**config.mk**
```make
export PLATFORM = sky130hd
export DESIGN_NAME = alu_reservation_station_flat
export DESIGN_NICKNAME = d
export VERILOG_FILES = /design/src/rtl/rs_pkg.sv /design/src/rtl/alu_reservation_station_if.sv /design/src/rtl/rs_select.sv /design/src/rtl/alu_reservation_station.sv /design/src/flat_wrapper.sv
export SDC_FILE = /design/constraint.sdc
export NUM_CORES = 1
export LEC_CHECK = 0
export BUFFER_PORTS_ARGS = -buffer_cell sky130_fd_sc_hd__buf_2
export CAP_MARGIN = 20
export CORE_ASPECT_RATIO = 0.9
export CORE_MARGIN = 8
export CORE_UTILIZATION = 59
export DETAILED_ROUTE_END_ITERATION = 12
export PLACE_DENSITY = 0.8
export SLEW_MARGIN = 20
export SYNTH_ARGS = -nofsm -noshare
export SYNTH_HDL_FRONTEND = slang
export SYNTH_SLANG_ARGS = --single-unit
export TNS_END_PERCENT = 20
```
**constraint.sdc**
```tcl
create_clock -name clk -period 2.7 [get_ports clk]
set_clock_uncertainty 0.15 [all_clocks]
set_input_delay 0.135 -clock clk [delete_from_list [all_inputs] [get_ports clk]]
set_output_delay 0.135 -clock clk [all_outputs]
set_load 0.01 [all_outputs]
```
**src/rtl/rs_pkg.sv**
```systemverilog
// Shared types and constants for the reservation stations.
//   WIDTH   : operand MSB index (32-bit data)
//   ROB     : ROB tag MSB index (8 tags)
//   A_WIDTH : ALUControl MSB index
//   rs_entry_t : one station slot (valid, busy/tag/value per operand, op, dest tag)
//   RS_ALU / RS_BRANCH : station codes carried by RSstation
package rs_pkg;

  localparam int unsigned WIDTH   = 31;
  localparam int unsigned ROB     = 2;
  localparam int unsigned A_WIDTH = 3;

  localparam logic [1:0] RS_ALU    = 2'b00;
  localparam logic [1:0] RS_BRANCH = 2'b01;

  typedef struct packed {
    logic             valid;
    logic             busy1;
    logic             busy2;
    logic [ROB:0]     rob1;
    logic [ROB:0]     rob2;
    logic [WIDTH:0]   op1;
    logic [WIDTH:0]   op2;
    logic [A_WIDTH:0] aluCtl;
    logic [ROB:0]     robDest;
  } rs_entry_t;

endpackage

```
**src/rtl/alu_reservation_station_if.sv**
```systemverilog
// Decode / CDB / issue bundle of the ALU reservation station.
//   slave  : the station (consumes requests and CDB, drives ALUFull and the issue register)
//   master : the environment (decode, CDB, ALU issue consumer)
interface alu_reservation_station_if;
  import rs_pkg::*;

  // Decode request
  logic             stationRequest;
  logic [1:0]       RSstation;
  logic [A_WIDTH:0] ALUControl;
  logic [WIDTH:0]   operand1;
  logic [WIDTH:0]   operand2;
  logic             busy1;
  logic             busy2;
  logic [ROB:0]     rob1;
  logic [ROB:0]     rob2;
  logic [ROB:0]     robInstr;
  logic             ALUFull;
  // Common data bus
  logic             cdbValid;
  logic [ROB:0]     cdbROB;
  logic [WIDTH:0]   cdbResult;
  // Issue register
  logic             issueReady;
  logic             issueValid;
  logic [WIDTH:0]   issueOp1;
  logic [WIDTH:0]   issueOp2;
  logic [A_WIDTH:0] issueALUControl;
  logic [ROB:0]     issueROB;

  modport slave (
    input  stationRequest, RSstation, ALUControl, operand1, operand2, busy1, busy2,
    input  rob1, rob2, robInstr, cdbValid, cdbROB, cdbResult, issueReady,
    output ALUFull, issueValid, issueOp1, issueOp2, issueALUControl, issueROB
  );

  modport master (
    output stationRequest, RSstation, ALUControl, operand1, operand2, busy1, busy2,
    output rob1, rob2, robInstr, cdbValid, cdbROB, cdbResult, issueReady,
    input  ALUFull, issueValid, issueOp1, issueOp2, issueALUControl, issueROB
  );

endinterface

```
**src/rtl/rs_select.sv**
```systemverilog
// Combinational issue picker for a reservation station.
//   ready_i : per-entry ready bits
//   age_i   : (RS_AGE_SELECT_EN only) age_i[i][j]=1 when entry i is older than entry j
//   grant_o : one-hot grant, idx_o : grant index, any_o : some entry is ready
// Default build grants the lowest-index ready entry; with RS_AGE_SELECT_EN the oldest.
module rs_select #(
  parameter int unsigned Entries = 4
) (
  input  logic [Entries-1:0]                      ready_i,
`ifdef RS_AGE_SELECT_EN
  input  logic [Entries-1:0][Entries-1:0]         age_i,
`endif
  output logic [Entries-1:0]                      grant_o,
  output logic [$clog2(Entries)-1:0]              idx_o,
  output logic                                    any_o
);

  localparam int unsigned IdxW = $clog2(Entries);

  logic [Entries-1:0] cand;

  always_comb begin
    cand = ready_i;
`ifdef RS_AGE_SELECT_EN
    // Drop any ready entry that has an older ready competitor.
    for (int i = 0; i < int'(Entries); i++) begin
      for (int j = 0; j < int'(Entries); j++) begin
        if (i != j && ready_i[i] && ready_i[j] && !age_i[i][j]) cand[i] = 1'b0;
      end
    end
`endif
    grant_o = '0;
    idx_o   = '0;
    for (int i = int'(Entries) - 1; i >= 0; i--) begin
      if (cand[i]) begin
        grant_o    = '0;
        grant_o[i] = 1'b1;
        idx_o      = IdxW'(i);
      end
    end
    any_o = |ready_i;
  end

endmodule

```
**src/rtl/alu_reservation_station.sv**
```systemverilog
// ALU reservation station: accepts ALU ops from decode, snoops the CDB for pending
// operands, and issues one ready op per cycle through a valid/ready issue register.
//   clk, globalReset (sync, active high), flush (same effect as reset, highest priority)
//   rs_if : decode request + ALUFull, CDB, issue register (slave modport)
// Optional: define RS_AGE_SELECT_EN to issue the oldest ready entry instead of the
// lowest-index one (adds an ENTRIES x ENTRIES age matrix).
module alu_reservation_station
  import rs_pkg::*;
#(
  parameter int unsigned ENTRIES = 4
) (
  input  logic                        clk,
  input  logic                        globalReset,
  input  logic                        flush,
  alu_reservation_station_if.slave    rs_if
);

  localparam int unsigned IdxW = $clog2(ENTRIES);
  localparam int unsigned CntW = IdxW + 1;

  rs_entry_t        entry_q [ENTRIES];
  rs_entry_t        entry_d [ENTRIES];
  logic             issue_valid_q, issue_valid_d;
  logic [WIDTH:0]   issue_op1_q, issue_op1_d, issue_op2_q, issue_op2_d;
  logic [A_WIDTH:0] issue_ctl_q, issue_ctl_d;
  logic [ROB:0]     issue_rob_q, issue_rob_d;
  logic [CntW-1:0]  count_q, count_d;

  logic [ENTRIES-1:0] valid_vec, ready_vec, grant;
  logic [IdxW-1:0]    sel_idx, alloc_idx;
  logic               any_ready, alu_full, accept, load_en, issue_load, hit1, hit2;
  rs_entry_t          new_entry;

  // Ready is derived from registered state only, so a CDB wakeup is never bypassed
  // into selection in the same cycle.
  always_comb begin
    for (int i = 0; i < int'(ENTRIES); i++) begin
      valid_vec[i] = entry_q[i].valid;
      ready_vec[i] = entry_q[i].valid & ~entry_q[i].busy1 & ~entry_q[i].busy2;
    end
  end

  assign alu_full = &valid_vec;
  assign accept   = rs_if.stationRequest & (rs_if.RSstation == RS_ALU) & ~alu_full;

  // Lowest free slot; a slot being issued this edge still counts as occupied.
  always_comb begin
    alloc_idx = '0;
    for (int i = int'(ENTRIES) - 1; i >= 0; i--) begin
      if (!valid_vec[i]) alloc_idx = IdxW'(i);
    end
  end

`ifdef RS_AGE_SELECT_EN
  logic [ENTRIES-1:0][ENTRIES-1:0] age_q, age_d;

  // New entry is younger than every currently valid entry.
  always_comb begin
    age_d = age_q;
    if (accept) begin
      for (int j = 0; j < int'(ENTRIES); j++) begin
        age_d[alloc_idx][j] = 1'b0;
        age_d[j][alloc_idx] = valid_vec[j];
      end
    end
  end

  always_ff @(posedge clk) begin
    if (globalReset || flush) age_q <= '0;
    else                      age_q <= age_d;
  end
`endif

  rs_select #(
    .Entries (ENTRIES)
  ) u_select (
    .ready_i (ready_vec),
`ifdef RS_AGE_SELECT_EN
    .age_i   (age_q),
`endif
    .grant_o (grant),
    .idx_o   (sel_idx),
    .any_o   (any_ready)
  );

  // Incoming entry, with same-cycle CDB bypass on busy operands.
  always_comb begin
    hit1 = rs_if.cdbValid & rs_if.busy1 & (rs_if.rob1 == rs_if.cdbROB);
    hit2 = rs_if.cdbValid & rs_if.busy2 & (rs_if.rob2 == rs_if.cdbROB);
    new_entry.valid   = 1'b1;
    new_entry.busy1   = rs_if.busy1 & ~hit1;
    new_entry.busy2   = rs_if.busy2 & ~hit2;
    new_entry.rob1    = rs_if.rob1;
    new_entry.rob2    = rs_if.rob2;
    new_entry.op1     = hit1 ? rs_if.cdbResult : rs_if.operand1;
    new_entry.op2     = hit2 ? rs_if.cdbResult : rs_if.operand2;
    new_entry.aluCtl  = rs_if.ALUControl;
    new_entry.robDest = rs_if.robInstr;
  end

  assign load_en    = ~issue_valid_q | rs_if.issueReady;
  assign issue_load = load_en & any_ready;

  always_comb begin
    for (int i = 0; i < int'(ENTRIES); i++) begin
      entry_d[i] = entry_q[i];
      if (entry_q[i].valid && rs_if.cdbValid) begin
        if (entry_q[i].busy1 && entry_q[i].rob1 == rs_if.cdbROB) begin
          entry_d[i].op1   = rs_if.cdbResult;
          entry_d[i].busy1 = 1'b0;
        end
        if (entry_q[i].busy2 && entry_q[i].rob2 == rs_if.cdbROB) begin
          entry_d[i].op2   = rs_if.cdbResult;
          entry_d[i].busy2 = 1'b0;
        end
      end
      if (issue_load && grant[i]) entry_d[i].valid = 1'b0;
    end
    if (accept) entry_d[alloc_idx] = new_entry;

    issue_valid_d = issue_valid_q;
    issue_op1_d   = issue_op1_q;
    issue_op2_d   = issue_op2_q;
    issue_ctl_d   = issue_ctl_q;
    issue_rob_d   = issue_rob_q;
    if (load_en) begin
      issue_valid_d = any_ready;
      if (any_ready) begin
        issue_op1_d = entry_q[sel_idx].op1;
        issue_op2_d = entry_q[sel_idx].op2;
        issue_ctl_d = entry_q[sel_idx].aluCtl;
        issue_rob_d = entry_q[sel_idx].robDest;
      end
    end

    count_d = count_q + CntW'(accept) - CntW'(issue_load);
  end

  always_ff @(posedge clk) begin
    if (globalReset || flush) begin
      for (int i = 0; i < int'(ENTRIES); i++) entry_q[i] <= '0;
      issue_valid_q <= 1'b0;
      issue_op1_q   <= '0;
      issue_op2_q   <= '0;
      issue_ctl_q   <= '0;
      issue_rob_q   <= '0;
      count_q       <= '0;
    end else begin
      for (int i = 0; i < int'(ENTRIES); i++) entry_q[i] <= entry_d[i];
      issue_valid_q <= issue_valid_d;
      issue_op1_q   <= issue_op1_d;
      issue_op2_q   <= issue_op2_d;
      issue_ctl_q   <= issue_ctl_d;
      issue_rob_q   <= issue_rob_d;
      count_q       <= count_d;
    end
  end

  always_ff @(posedge clk) begin
    if (!globalReset) assert (count_q == CntW'($countones(valid_vec)));
  end

  assign rs_if.ALUFull         = alu_full;
  assign rs_if.issueValid      = issue_valid_q;
  assign rs_if.issueOp1        = issue_op1_q;
  assign rs_if.issueOp2        = issue_op2_q;
  assign rs_if.issueALUControl = issue_ctl_q;
  assign rs_if.issueROB        = issue_rob_q;

endmodule

```
**src/flat_wrapper.sv**
```systemverilog
// flat-port wrapper written by rule: the top's interface ports become plain ports
module alu_reservation_station_flat import rs_pkg::*;
#(
  parameter int unsigned ENTRIES = 4
)
  (clk, globalReset, flush, rs_if_stationRequest, rs_if_RSstation, rs_if_ALUControl, rs_if_operand1, rs_if_operand2, rs_if_busy1, rs_if_busy2, rs_if_rob1, rs_if_rob2, rs_if_robInstr, rs_if_cdbValid, rs_if_cdbROB, rs_if_cdbResult, rs_if_issueReady, rs_if_ALUFull, rs_if_issueValid, rs_if_issueOp1, rs_if_issueOp2, rs_if_issueALUControl, rs_if_issueROB);
  alu_reservation_station_if rs_if_i ();
  input  logic clk;
  input  logic globalReset;
  input  logic flush;
  input wire logic [$bits(rs_if_i.stationRequest)-1:0] rs_if_stationRequest;
  input wire logic [$bits(rs_if_i.RSstation)-1:0] rs_if_RSstation;
  input wire logic [$bits(rs_if_i.ALUControl)-1:0] rs_if_ALUControl;
  input wire logic [$bits(rs_if_i.operand1)-1:0] rs_if_operand1;
  input wire logic [$bits(rs_if_i.operand2)-1:0] rs_if_operand2;
  input wire logic [$bits(rs_if_i.busy1)-1:0] rs_if_busy1;
  input wire logic [$bits(rs_if_i.busy2)-1:0] rs_if_busy2;
  input wire logic [$bits(rs_if_i.rob1)-1:0] rs_if_rob1;
  input wire logic [$bits(rs_if_i.rob2)-1:0] rs_if_rob2;
  input wire logic [$bits(rs_if_i.robInstr)-1:0] rs_if_robInstr;
  input wire logic [$bits(rs_if_i.cdbValid)-1:0] rs_if_cdbValid;
  input wire logic [$bits(rs_if_i.cdbROB)-1:0] rs_if_cdbROB;
  input wire logic [$bits(rs_if_i.cdbResult)-1:0] rs_if_cdbResult;
  input wire logic [$bits(rs_if_i.issueReady)-1:0] rs_if_issueReady;
  output wire logic [$bits(rs_if_i.ALUFull)-1:0] rs_if_ALUFull;
  output wire logic [$bits(rs_if_i.issueValid)-1:0] rs_if_issueValid;
  output wire logic [$bits(rs_if_i.issueOp1)-1:0] rs_if_issueOp1;
  output wire logic [$bits(rs_if_i.issueOp2)-1:0] rs_if_issueOp2;
  output wire logic [$bits(rs_if_i.issueALUControl)-1:0] rs_if_issueALUControl;
  output wire logic [$bits(rs_if_i.issueROB)-1:0] rs_if_issueROB;
  assign rs_if_i.stationRequest = rs_if_stationRequest;
  assign rs_if_i.RSstation = rs_if_RSstation;
  assign rs_if_i.ALUControl = rs_if_ALUControl;
  assign rs_if_i.operand1 = rs_if_operand1;
  assign rs_if_i.operand2 = rs_if_operand2;
  assign rs_if_i.busy1 = rs_if_busy1;
  assign rs_if_i.busy2 = rs_if_busy2;
  assign rs_if_i.rob1 = rs_if_rob1;
  assign rs_if_i.rob2 = rs_if_rob2;
  assign rs_if_i.robInstr = rs_if_robInstr;
  assign rs_if_i.cdbValid = rs_if_cdbValid;
  assign rs_if_i.cdbROB = rs_if_cdbROB;
  assign rs_if_i.cdbResult = rs_if_cdbResult;
  assign rs_if_i.issueReady = rs_if_issueReady;
  assign rs_if_ALUFull = rs_if_i.ALUFull;
  assign rs_if_issueValid = rs_if_i.issueValid;
  assign rs_if_issueOp1 = rs_if_i.issueOp1;
  assign rs_if_issueOp2 = rs_if_i.issueOp2;
  assign rs_if_issueALUControl = rs_if_i.issueALUControl;
  assign rs_if_issueROB = rs_if_i.issueROB;
  alu_reservation_station #(.ENTRIES(ENTRIES)) u_core (.clk(clk), .globalReset(globalReset), .flush(flush), .rs_if(rs_if_i));
endmodule
```
==> summary.md, run 1 <==
| Metric | Value |
|---|---|
| Run status | `finished, final reports clean` |
| Worst ir drop on vdd | `0.000442 V` |
| Net Sw Power | `2.97 mW` |
| WHS | `0.0101 ns` |
| Final setup viols | `0` |
| Synth Net Count | `2,289` |
| Buffers on Ports | `194` |
| EDFF count, synth | `0` |
| Ratio of total power to cell area | `561 nW/µm²` |
| Clock network latency to the later pin of the worst-skew pair | `0.55 ns` |
| Synth top area share | `0.428` |
| Tcrit/Tclk final | `0.996` |
| Count of warnings emitted by yosys | `0` |
| Synthesized netlist cell count | `2,167` |
| Max H-tree Level | `2` |
| Register bit count reported by yosys | `392` |
| Number of antenna violations at the first check in global routing | `1` |
| Final instance count without filler cells | `2,770` |
| Sequential cell area | `7850 µm²` |
| Largest cells by area after synthesis | `sky130_fd_sc_hd__dfxtp_1 43%, sky130_fd_sc_hd__a221oi_1 12%, sky130_fd_sc_hd__a21oi_1 8.3%` |
| Asr flop ratio synth | `0` |
| Antenna-violating nets left | `0` |
| Share of final-layout standard cells stronger than drive strength 1 | `0.169` |
| Post-synthesis to final-layout area growth | `20.5%` |
| Worst path required time | `2.99 ns` |
| Worst slew pin tran | `0.977 ns` |
| Achievable Freq | `372 MHz` |
| Data arrival time at the worst-slack endpoint | `2.98 ns` |
| Count of vias placed by the detailed router | `19.6k` |
| Aggregate global-route resource usage | `0.355` |
| Largest area contributor in the netlist | `sky130_fd_sc_hd__dfxtp_1` |
| Deepest clock path buffer count | `3` |
| Pin count of the biggest net entering global routing | `175` |
| Tmin final | `2.69 ns` |
| Crit. End Element | `flop` |
| RSZ-0062 raised after global routing | `true` |
| Clock sinks | `392` |
| Number of global-route vias before repair | `19.1k` |
| CORE AREA | `30,800 µm²` |
| Post-Place Cells | `2,571` |
| Clock-pin transition on the worst setup and hold timing paths | `0.06 ns` |
| Leading cell types in the layout, fill and taps excluded | `391 x sky130_fd_sc_hd__dfxtp_1, 364 x sky130_fd_sc_hd__nand2_1, 303 x sky130_fd_sc_hd__a21oi_1` |
| Max-Slew Margin vs Limit | `0.349` |
| Worst-path fanout max | `36` |
| Internal power | `9.42 mW` |
| Chip Height | `183 µm` |
| Hold WC Path Type | `in2reg` |
| Final net count | `2,451` |
| Number of placement rows | `61` |
| CTS Buf Count | `41` |
| Hold violation total from the final report | `0` |
| DRC violation total after the first TritonRoute iteration | `2,924` |
| Die boundary width | `202 µm` |
| CTS tree | `done` |
| Via-per-instance ratio | `7.09` |
| Synthesized area | `18,300 µm²` |
| Clock Tree Root | `sky130_fd_sc_hd__clkbuf_16` |
| Count of filler cells inserted in the layout | `2,293` |
| Reported leakage power | `7.66 nW` |
| MaxCap Viol Count | `0` |
| Multi-input gate area in the final layout | `9360 µm²` |
| Post-detail-place hpwl | `39,500 µm` |
| Total wire length after detailed routing | `69,800 µm` |
| Full die area | `37,000 µm²` |
| First-pass GRT wire length | `107,000 µm` |
| Drt wl/cell | `25.2 µm` |
| Kind of start point of the critical path | `input pin` |
| Placer congestion estimate | `0.906` |
| Share of power burned in combinational logic | `0.073` |
| Global route overflow | `0` |
| Clock group share of total power | `0.455` |
| Crit path kind | `in2reg` |
| Max-slew violation count | `0` |
| I/O pin total | `195` |
| Share of total power consumed by net switching | `0.240` |
| Mean cell area of the mapped netlist | `8.46 µm²` |
| Commonest non-fill, non-tap cell in the layout | `sky130_fd_sc_hd__dfxtp_1` |
| Proportion of power drawn by flip-flops and latches | `0.472` |
| Number of detailed-route iterations in the first pass | `7` |
| Starting density of the core | `0.596` |
| Sequential element share of the synthesized area | `0.428` |
| Top FF cell, synth | `sky130_fd_sc_hd__dfxtp_1` |
| Synth unique cells | `49` |
| Number of design rule violations left after detail routing | `0` |
-- critical path, stage by stage --
cell and delay, ns:
sky130_fd_sc_hd__dlygate4sd3_1 0.54, sky130_fd_sc_hd__buf_2 0.17, sky130_fd_sc_hd__xor2_1 0.18, sky130_fd_sc_hd__nor4_2 0.37
sky130_fd_sc_hd__buf_12 0.31, sky130_fd_sc_hd__mux2i_1 0.46, sky130_fd_sc_hd__a221oi_1 0.16, sky130_fd_sc_hd__dlygate4sd3_1 0.60
-- synth_stat cells, types with 15 or more instances --
cell type,count
sky130_fd_sc_hd__dfxtp_1,392
sky130_fd_sc_hd__nand2_1,365
sky130_fd_sc_hd__a21oi_1,303
sky130_fd_sc_hd__a221oi_1,242
sky130_fd_sc_hd__clkbuf_1,210
sky130_fd_sc_hd__nor2_1,75
sky130_fd_sc_hd__o21ai_0,72
sky130_fd_sc_hd__nor3_1,60
sky130_fd_sc_hd__a32o_1,59
sky130_fd_sc_hd__o22a_1,56
sky130_fd_sc_hd__mux2i_1,39
sky130_fd_sc_hd__buf_2,31
sky130_fd_sc_hd__inv_1,28
sky130_fd_sc_hd__mux2i_2,25
sky130_fd_sc_hd__xnor2_1,21
sky130_fd_sc_hd__buf_1,16
sky130_fd_sc_hd__a2bb2oi_1,15
-- power groups by stage --
| stage | clock [mW] | combinational [mW] | sequential [mW] |
|---|---|---|---|
| final | 5.64 | 0.902 | 5.85 |
| after detailed placement | 0 | 0.730 | 5.97 |
| after global routing | 5.91 | 0.941 | 5.85 |
| after global placement | 0 | 0.712 | 5.97 |
| after CTS | 5.63 | 0.861 | 5.84 |
| after floorplan | 0 | 0.433 | 5.97 |
-- cell type report --
| type | instances | share of cell area |
|---|---|---|
| repair buffers | 387 | 0.133 |
| inverters | 28 | 0.00476 |
| diodes | 2 | 0.000227 |
| flip-flops and latches | 392 | 0.355 |
| multi-input cells | 1479 | 0.424 |
| well taps | 409 | 0.0232 |
| clock inverters | 13 | 0.00459 |
| clock buffers | 60 | 0.0557 |
-- cells by family (layout without fill, tap and decap cells) --
kind of cell / after synthesis / in the layout / share of synthesized area
DFF: 392 / 392 / 0.428
AOI/OAI and AO/OA: 798 / 798 / 0.312
muxes: 64 / 64 / 0.0400
other: 0 / 2 / 0
xor gates and xnor gates: 30 / 30 / 0.0143
buffers and inverters: 296 / 488 / 0.0664
and+or+nand+nor: 587 / 587 / 0.139
-- metrics by stage --
stage               instance area [µm²]  TNS (ns)   util  setup WS [ns]  power (mW)
global route                      22100    -0.323  0.718        -0.0693        12.7
finish                            22100         0  0.718        0.00987        12.4
floorplan                         18300         0      -          0.612        6.40
global placement                  19500         0  0.634          0.326        6.68
detailed placement                19500         0  0.634          0.262        6.70
CTS                               22100         0  0.717         0.0401        12.3
-- routing by layer --
metal | global-route usage | routed length (µm) | vias up
li1 | - | - | 8422
met5 | 0.0145 | 53 | -
met1 | 0.439 | 25200 | 9157
met2 | 0.555 | 30400 | 1711
met3 | 0.0899 | 9940 | 341
met4 | 0.207 | 4210 | 2
-- what timing repair did --
| action | 4_1_cts | 5_1_grt |
|---|---|---|
| hold buffers | 123 | 0 |
| setup endpoints to repair | 0 | 9 |
| setup buffers | 0 | 0 |
| hold endpoints to repair | 315 | 0 |
| gates resized for setup | 0 | 7 |
-- path summary, 6_finish.rpt --
| path | from | to | slack, ns | cells past startpoint |
|---|---|---|---|---|
| worst max-delay path | rs_if_rob2[0] | u_core.entry_q[2][12] | 0.01 | 8 |
| worst max register to register | u_core.entry_q[1][77] | u_core.entry_q[1][16] | 0.03 | 6 |
| worst min-delay path | rs_if_operand2[9] | u_core.entry_q[3][16] | 0.01 | 3 |
| worst min register to register | flop | flop | 0.31 | 2 |
(Power assumes the default switching activity.)
==> run 2, diff against run 1 <==
==> constraint.sdc (replaced) <==
create_clock -name clk -period 2.8 [get_ports clk]
set_clock_uncertainty 0.15 [all_clocks]
set_input_delay 0.14 -clock clk [delete_from_list [all_inputs] [get_ports clk]]
set_output_delay 0.14 -clock clk [all_outputs]
set_load 0.01 [all_outputs]
==> summary.md, run 2 (same netlist as run 1, synthesis figures left out) <==
| Metric | Value |
|---|---|
| CP Buf/Inv Count | `2 (-2)` |
| Final Power | `12.0 mW (-3.1%)` |
| Tcrit/Tclk final | `0.987` |
| Count of cells along the worst register-to-register path | `6 (unchanged)` |
| Reported leakage power | `7.66 nW (about the same)` |
| MaxCap Viol Count | `0 (unchanged)` |
| First-pass GRT wire length | `106,000 µm (-0.72%)` |
| Kind of start point of the critical path | `flop` |
| Slowest cell on the critical path | `sky130_fd_sc_hd__dlygate4sd3_1` |
| Deepest clock path buffer count | `3 (unchanged)` |
| Post-synthesis to final-layout area growth | `20.5% (about the same)` |
| Worst ir drop on vdd | `0.000491 V (+11%)` |
| Clock sinks | `392 (unchanged)` |
| Run status | `finished, final reports clean` |
| Longest individual stage delay on the worst path | `0.60 ns (about the same)` |
| CORE AREA | `30,800 µm² (unchanged)` |
| Gate family responsible for the most delay along the worst path | `buffers and inverters` |
| Commonest non-fill, non-tap cell in the layout | `sky130_fd_sc_hd__dfxtp_1` |
| Hold violation total from the final report | `0 (unchanged)` |
| Data arrival time at the worst-slack endpoint | `3.10 ns (+0.12 ns)` |
| Tmin final | `2.76 ns` |
| I/O pin total | `195 (unchanged)` |
| Count of filler cells inserted in the layout | `2,333 (+1.7%)` |
| Achievable Freq | `362 MHz` |
| Max-Slew Margin vs Limit | `0.406 (+0.0571)` |
| Crit path kind | `reg2reg` |
| Ratio of total power to cell area | `543 nW/µm² (-3.1%)` |
| R2R Setup Slk | `0.04 ns (about the same)` |
| Worst path required time | `3.14 ns (+0.15 ns)` |
| Worst-path fanout max | `32 (-11%)` |
| Final net count | `2,445 (-0.24%)` |
| Worst hold path startpoint | `rs_if_operand2[7]` |
| Global route overflow | `0 (unchanged)` |
| Number of placement rows | `61 (unchanged)` |
| Total negative setup slack | `0 ns (unchanged)` |
| Clock Tree Root | `sky130_fd_sc_hd__clkbuf_16` |
| Number of global-route vias before repair | `19.5k (+2.0%)` |
| Total wire length after detailed routing | `68,700 µm (-1.6%)` |
| Hold WC Path Type | `in2reg` |
| Beginning of the worst register-to-register path | `u_core.entry_q[1][78]` |
| Final instance count without filler cells | `2,764 (-0.22%)` |
| Drt wl/cell | `24.8 µm (-1.4%)` |
| Via-per-instance ratio | `7.10 (+0.21%)` |
| CTS Buf Count | `41 (unchanged)` |
| Buffers on Ports | `194 (unchanged)` |
| Source of the critical timing path | `u_core.entry_q[1][78]` |
| Share of final-layout standard cells stronger than drive strength 1 | `0.164 (-0.00460)` |
| Die boundary width | `202 µm (unchanged)` |
| CTS tree | `done` |
| Clock network latency to the later pin of the worst-skew pair | `0.55 ns (about the same)` |
| Chip Height | `183 µm (unchanged)` |
| DRC violation total after the first TritonRoute iteration | `2,917 (-0.24%)` |
| Hold Crit Endpoint | `u_core.entry_q[1][14]` |
| Multi-input gate area in the final layout | `9380 µm² (+0.20%)` |
| Critical Path, Cell by Cell | `and3_1 -> and4_1 -> buf_4 -> a21oi_1 -> a221oi_1 -> dlygate4sd3_1` |
| Crit. End Element | `flop` |
| Pin count of the biggest net entering global routing | `167 (-4.6%)` |
| Number of design rule violations left after detail routing | `0 (unchanged)` |
| Number of antenna violations at the first check in global routing | `3 (+2)` |
| Leading cell types in the layout, fill and taps excluded | `391 x sky130_fd_sc_hd__dfxtp_1, 364 x sky130_fd_sc_hd__nand2_1, 303 x sky130_fd_sc_hd__a21oi_1` |
| Post-Place Cells | `2,558 (-0.51%)` |
| Number of cells on the worst hold path | `3 (unchanged)` |
| Antenna-violating nets left | `0 (unchanged)` |
| Final setup viols | `0 (unchanged)` |
| Aggregate global-route resource usage | `0.350 (-0.00492)` |
| Max-slew violation count | `0 (unchanged)` |
| Starting density of the core | `0.596 (unchanged)` |
| Max H-tree Level | `2 (unchanged)` |
| Full die area | `37,000 µm² (unchanged)` |
| Worst slew pin tran | `0.891 ns (-0.0856 ns)` |
| Clock-pin transition on the worst setup and hold timing paths | `0.06 ns (about the same)` |
| Sequential cell area | `7850 µm² (unchanged)` |
| Count of vias placed by the detailed router | `19.6k (-0.0051%)` |
| Number of detailed-route iterations in the first pass | `6 (-1)` |
| Capture instance of the worst register-to-register path | `u_core.entry_q[1][52]` |
| Post-detail-place hpwl | `38,800 µm (-1.8%)` |
| Placer congestion estimate | `0.905 (-0.13%)` |
[run 2: changes by cell type in the layout (fill, tap and decap cells not counted), sizes merged]
| cell | delta |
|---|---|
| bufinv | +1 |
| buf | -14 |
| clkinvlp | -3 |
| dlygate4sd3 | +7 |
| diode | +1 |
| clkbuf | +2 |
[run 2: tightest hold or removal path, stage by stage]
cell,delay [ns]
sky130_fd_sc_hd__buf_2,0.08
sky130_fd_sc_hd__mux2i_1,0.14
sky130_fd_sc_hd__a221oi_1,0.28
[run 2: power breakdown]
| part | switching (mW) | total (mW) | internal (mW) |
|---|---|---|---|
| combinational | 0.542 | 0.866 | 0.325 |
| clock | 2.28 | 5.50 | 3.22 |
| sequential | 0.0226 | 5.64 | 5.61 |
| total | 2.84 | 12.0 | 9.16 |
[run 2: how the worst max path moves through the flow]
stage                                            endpoint  slack [ns]  cells after the start
final                               u_core.entry_q[1][52]        0.04                      6
after global routing                u_core.entry_q[3][66]       -0.03                      6
after CTS                           u_core.entry_q[3][47]        0.03                      8
after detailed placement            u_core.entry_q[3][45]        0.41                      6
after global placement              u_core.entry_q[2][70]        0.51                      6
after floorplan           u_core.rs_if.issueALUControl[0]        0.71                      8
[run 2: per-stage QoR]
step	setup WS, ns	util	hold slack [ns]	area [µm²]
floorplan	0.712	-	0.126	18300
global placement	0.505	0.630	0.265	19400
detailed placement	0.411	0.630	0.270	19400
CTS	0.0325	0.716	0.00303	22000
global route	-0.0284	0.718	0.0335	22100
finish	0.0372	0.718	0.0131	22100
[run 2: what timing repair did]
| item | CTS | global route |
|---|---|---|
| setup buffers | 0 | 0 |
| gates resized for setup | 0 | 10 |
| endpoints found under the hold margin | 311 | 0 |
| setup endpoints to repair | 0 | 18 |
| hold buffers | 130 | 0 |
[run 2: layer usage]
layer,GRT usage,share of wire,wire length [µm]
met1,0.424,0.37,25300
met2,0.544,0.45,30600
met3,0.0977,0.13,8710
met4,0.224,0.058,4010
met5,0,0.00016,11
[run 2: area by class of cell]
class,instances,share of cell area
clock inverter,11,0.00493
multi-input combinational,1479,0.424
sequential,392,0.355
tap,409,0.0232
inverter,28,0.00476
clock buffer,61,0.0558
antenna,3,0.000340
timing repair buffer,381,0.131
